$ cat src/rtl/aliens_pkg.sv
// Shared definitions for the alien formation and its march controller:
// motion command codes and the march FSM state encoding.
package aliens_pkg;

    // Motion command codes, shared with the formation block
    localparam logic [1:0] MOTION_NONE = 2'd0;
    localparam logic [1:0] LEFT        = 2'd1;
    localparam logic [1:0] RIGHT       = 2'd2;
    localparam logic [1:0] DOWN        = 2'd3;

    // March FSM states
    typedef enum logic [2:0] {
        ST_RIGHT  = 3'd0,
        ST_DOWN_R = 3'd1,
        ST_LEFT   = 3'd2,
        ST_DOWN_L = 3'd3,
        ST_HALT   = 3'd4
    } marchStateT;

endpackage

$ cat src/rtl/march_tick_gen.sv
// Programmable march tick divider. The period shrinks by a fixed step on
// every kill (rising edge of killingAlien) and saturates at a floor.
module march_tick_gen #(
    parameter int PERIOD_INIT = 2_000_000,
    parameter int PERIOD_MIN  = 200_000,
    parameter int PERIOD_DEC  = 50_000,
    parameter int CNT_W       = 22
) (
    input  logic clk,
    input  logic reset,
    input  logic hold,
    input  logic killingAlien,
    output logic tick
);
    import aliens_pkg::*;

    localparam int SUM_W = CNT_W + 1;

    logic [CNT_W-1:0] cnt;
    logic [CNT_W-1:0] period;
    logic             killPrev;
    logic             killEdge;

    // Saturating period reduction; compared one bit wider so the floor+step sum cannot wrap
    function automatic logic [CNT_W-1:0] satDec(input logic [CNT_W-1:0] p);
        logic [SUM_W-1:0] floorPlusDec;
        floorPlusDec = SUM_W'(PERIOD_MIN) + SUM_W'(PERIOD_DEC);
        if ({1'b0, p} >= floorPlusDec)
            satDec = p - CNT_W'(PERIOD_DEC);
        else
            satDec = CNT_W'(PERIOD_MIN);
    endfunction

    // >= rather than == so a period shrinking below cnt still yields a tick
    assign tick     = (cnt >= (period - CNT_W'(1)));
    assign killEdge = killingAlien & ~killPrev;

    // Counter, period and kill edge detector; all frozen once the march is halted
    always_ff @(posedge clk) begin
        if (reset) begin
            cnt      <= '0;
            period   <= CNT_W'(PERIOD_INIT);
            killPrev <= 1'b0;
        end else if (!hold) begin
            killPrev <= killingAlien;
            cnt      <= tick ? '0 : cnt + CNT_W'(1);
            if (killEdge)
                period <= satDec(period);
        end
    end

endmodule

$ cat src/rtl/aliens_march_ctrl.sv
// March controller for the alien formation: paces the formation with the tick
// divider and sequences RIGHT / DOWN / LEFT / DOWN moves until victory or defeat.
module aliens_march_ctrl #(
    parameter int PERIOD_INIT = 2_000_000,
    parameter int PERIOD_MIN  = 200_000,
    parameter int PERIOD_DEC  = 50_000,
    parameter int DOWN_STEPS  = 15,
    parameter int CNT_W       = 22
) (
    input  logic       clk,
    input  logic       reset,
    input  logic       canLeft,
    input  logic       canRight,
    input  logic       killingAlien,
    input  logic       victory,
    input  logic       defeat,
    output logic [1:0] motion,
    output logic       halted
);
    import aliens_pkg::*;

    localparam int DCW = $clog2(DOWN_STEPS + 1);

    marchStateT       state;
    marchStateT       stateNext;
    logic [DCW-1:0]   downCnt;
    logic [DCW-1:0]   downCntNext;
    logic [1:0]       motionNext;
    logic             tick;
    logic             stop;

    assign stop = victory | defeat;

    march_tick_gen #(
        .PERIOD_INIT (PERIOD_INIT),
        .PERIOD_MIN  (PERIOD_MIN),
        .PERIOD_DEC  (PERIOD_DEC),
        .CNT_W       (CNT_W)
    ) tickGen (
        .clk          (clk),
        .reset        (reset),
        .hold         (state == ST_HALT),
        .killingAlien (killingAlien),
        .tick         (tick)
    );

    // State and DOWN-step counter registers
    always_ff @(posedge clk) begin
        if (reset) begin
            state   <= ST_RIGHT;
            downCnt <= '0;
        end else begin
            state   <= stateNext;
            downCnt <= downCntNext;
        end
    end

    // Next-state logic: halt overrides everything, otherwise advance only on a tick
    always_comb begin
        stateNext   = state;
        downCntNext = downCnt;
        if (stop) begin
            stateNext = ST_HALT;
        end else if (tick) begin
            case (state)
                ST_RIGHT: begin
                    if (!canRight) begin
                        stateNext   = ST_DOWN_R;
                        downCntNext = DCW'(DOWN_STEPS);
                    end
                end
                ST_DOWN_R: begin
                    downCntNext = downCnt - DCW'(1);
                    if (downCnt == DCW'(1))
                        stateNext = ST_LEFT;
                end
                ST_LEFT: begin
                    if (!canLeft) begin
                        stateNext   = ST_DOWN_L;
                        downCntNext = DCW'(DOWN_STEPS);
                    end
                end
                ST_DOWN_L: begin
                    downCntNext = downCnt - DCW'(1);
                    if (downCnt == DCW'(1))
                        stateNext = ST_RIGHT;
                end
                default: ;
            endcase
        end
    end

    // Motion command for the coming cycle; the reversal tick itself stays idle
    always_comb begin
        motionNext = MOTION_NONE;
        if (!stop && tick) begin
            case (state)
                ST_RIGHT:  if (canRight) motionNext = RIGHT;
                ST_LEFT:   if (canLeft)  motionNext = LEFT;
                ST_DOWN_R: motionNext = DOWN;
                ST_DOWN_L: motionNext = DOWN;
                default:   motionNext = MOTION_NONE;
            endcase
        end
    end

    // Registered single-cycle motion pulse and halted flag
    always_ff @(posedge clk) begin
        if (reset) begin
            motion <= MOTION_NONE;
            halted <= 1'b0;
        end else begin
            motion <= motionNext;
            halted <= (stateNext == ST_HALT);
        end
    end

endmodule

$ cat config.mk
export PLATFORM = sky130hd
export DESIGN_NAME = aliens_march_ctrl
export DESIGN_NICKNAME = d
export VERILOG_FILES = /design/src/rtl/aliens_pkg.sv /design/src/rtl/march_tick_gen.sv /design/src/rtl/aliens_march_ctrl.sv
export SDC_FILE = /design/constraint.sdc
export NUM_CORES = 1
export LEC_CHECK = 0
export ABC_AREA = 1
export CAP_MARGIN = 20
export CORE_MARGIN = 2
export CORE_UTILIZATION = 50
export CTS_BUF_LIST = sky130_fd_sc_hd__clkbuf_8 sky130_fd_sc_hd__clkbuf_16
export DETAILED_ROUTE_END_ITERATION = 8
export PLACE_DENSITY = 0.72
export SETUP_SLACK_MARGIN = 0.3
export SYNTH_ARGS = -nofsm -noshare
export SYNTH_HDL_FRONTEND = slang
export SYNTH_SLANG_ARGS = --single-unit
$ cat constraint.sdc
create_clock -name clk -period 6.6 [get_ports clk]
set_clock_uncertainty 0.1 [all_clocks]
set_input_delay 1.32 -clock clk [delete_from_list [all_inputs] [get_ports clk]]
set_output_delay 1.32 -clock clk [all_outputs]
set_load 0.02 [all_outputs]
==> out/metrics.cfg <==
[status]
status=finished, final reports clean

[route]
top_layer=met4
drtIter0Drc=164
route.detailed.drc=0
route.met3.wl_um=367
via_per_inst=5.11
ant_nets=0
dr.pass1.iters=5
routed_wl_mm=7.52
wl_per_cell_um=12.1
wl_met2_mm=3.52
wl_met1_mm=3.54
via_count=3176

[synth]
synth_top_area_share=0.292
ys_top_cells_by_count=nand2_1, nor2_1, inv_1
netlist_instances=518
synth_area_per_cell_sq_um=6.75
synthFlopType=dfxtp_1
synth_largest_area_cell=dfxtp_1
synth_cell_types=38
ys_seq_elements=51
seq_area_frac_synth=0.292
synth_warnings=0
async_reset_ff_frac=0
synth_nets=550
synth_area_leaders=dfxtp_1, nand2_1, ha_1, nor2_1, inv_1
syn_area_sq_mm=0.00350
synth_edf_count=0
synth_most_common_cell=nand2_1

[timing]
slew_headroom=0.548
hold_viol=0
max_freq_mhz=307
final_max_slew_viol_count=0
setup_viol=0
fin_setup_tns_ns=0
worst_pin_slew_ns=0.676
rsz0062_at_grt=false
period_share=0.493
period_minus_slack_ns=3.25
fin_hold_ws_ns=0.377

[global_routing]
grt_overflow=0
antenna_found_initial=0
grtUsageTotal=0.212
grt_max_degree=23
grt_first_pass_wirelength_mm=13.0
grt_pass1_vias=2847

[power_and_ir_drop]
p_per_area_mw_per_mm2=163
finalPower_w=0.000609
irDropWorstVdd_mv=0.0892
power.leakage_nw=1.62

[worst_setup_path]
cp.required_ns=6.74
critPathLaunchType=flip-flop
cp_max_fo=17
end_kind=flip-flop
crit_type=reg2reg
critPathArrivalTime_ns=3.39

[final_layout]
antenna_cells=0
fin_area_sq_mm=0.00374
n_fill_cell=673
nets=557
fin_cells=622
synthToLayoutAreaGrowth_pct=7.02
drive_above_1_share=0.0703

[cts]
clk_path_buf_depth=2
clock-sinks=51
postCtsResizedCells=0
tritoncts=built
clk-insertion-delay-late_ns=0.31
cts.clk_slew.worst_paths_ns=0.10
root_buffer=clkbuf_8
cts_hold_buf=0
numCtsBuffers=5
post-cts-setup-buffers=0
htreeDepth=2

[die]
coreArea_sq_mm=0.00679
initial_core_util=0.515
die_area_sq_mm=0.00768
die_w_um=87.6
placementRows=30
pin_count=10
die_y_um=87.6

[placement]
port_buffers=9
dp_cells=614
dpl_cell_area_sq_mm=0.00365
dp_hpwl_mm=5.85
place.gp.congestion=0.916

[hold_path]
min_path_type=reg2reg

[job]
max_cap_viol_count=0

## path summary, 6_finish.rpt
| kind | to | depth (start not counted) | slack (ns) | start |
|---|---|---|---|---|
| setup / recovery | tickGen.cnt[8] | 18 | 3.35 | tickGen.period[6] |
| hold / removal | downCnt[0] | 1 | 0.38 | downCnt[0] |
| setup reg to reg | tickGen.cnt[8] | 18 | 3.35 | tickGen.period[6] |
| hold reg to reg | downCnt[0] | 1 | 0.38 | downCnt[0] |
## state kept, by name (all words and copies together) (netlist names)
| register | count |
|---|---|
| halted | 1 |
| motion | 2 |
| downCnt | 4 |
| tickGen.killPrev | 1 |
| tickGen.period | 18 |
| state | 3 |
| tickGen.cnt | 22 |
## cell type report
class                           instances  area, sq um  area share
Multi-Input combinational cell        392         2170       0.579
Sequential cell                        51         1020       0.273
Inverter                               66          248      0.0662
Tap cell                               96          120      0.0321
Timing Repair Buffer                    9         90.1      0.0241
Clock buffer                            6         82.6      0.0221
Clock inverter                          2         12.5     0.00334
## worst max-delay path, stage by stage, from the launching register on
cell and delay [ns]:
dfxtp_1 0.37, nor2_1 0.15, nand2_1 0.14, nor3_4 0.17
nand3_1 0.14, nor2_1 0.11, nand3_1 0.13, xor2_1 0.15
inv_1 0.06, ha_1 0.29, nand2_1 0.09, inv_1 0.04
nand2_1 0.05, nand2_1 0.05, a21oi_1 0.21, nand3_2 0.26
nand2_1 0.18, nand2_2 0.23, nor3b_1 0.25
## layer usage
metal,track usage,vias to the layer above
met2,0.345,62
met4,0.0517,0
li1,-,1670
met5,0,-
met3,0.0443,7
met1,0.289,1437
## stage by stage
stage	setup slack, ns	utilization
global placement	3.21	0.537
finish	3.35	0.551
CTS	3.37	0.551
detailed placement	3.22	0.537
global route	2.87	0.551
floorplan	3.97	-
## cells in the final DEF, fill, tap and decap left out, types with 5 or more instances in the layout
cell type / count
nor2_2: 6
nand2_2: 8
nand4_1: 12
nor2_1: 70
nor3_1: 10
nand3_1: 39
clkbuf_8: 6
inv_1: 65
xor2_1: 24
clkdlybuf4s50_1: 9
xnor2_1: 5
ha_1: 25
dfxtp_1: 51
nand2_1: 128
o21ai_0: 8
a21oi_1: 27
## kinds of logic (layout without fill, tap and decap cells)
kind of cell | count (synthesis) | count (layout) | synth area share
adders and majority gates | 25 | 25 | 0.0895
buffers and inverters | 75 | 83 | 0.0880
DFF | 51 | 51 | 0.292
xor gates and xnor gates | 29 | 29 | 0.0727
AOI/OAI and AO/OA | 46 | 46 | 0.0709
and+or+nand+nor | 292 | 292 | 0.387
## report_power, final
group          internal (W)  switching (W)
Combinational     0.0000320      0.0000605
Sequential         0.000317      0.0000111
Clock             0.0000846       0.000104
No activity file was read; power rests on OpenSTA's default activity.
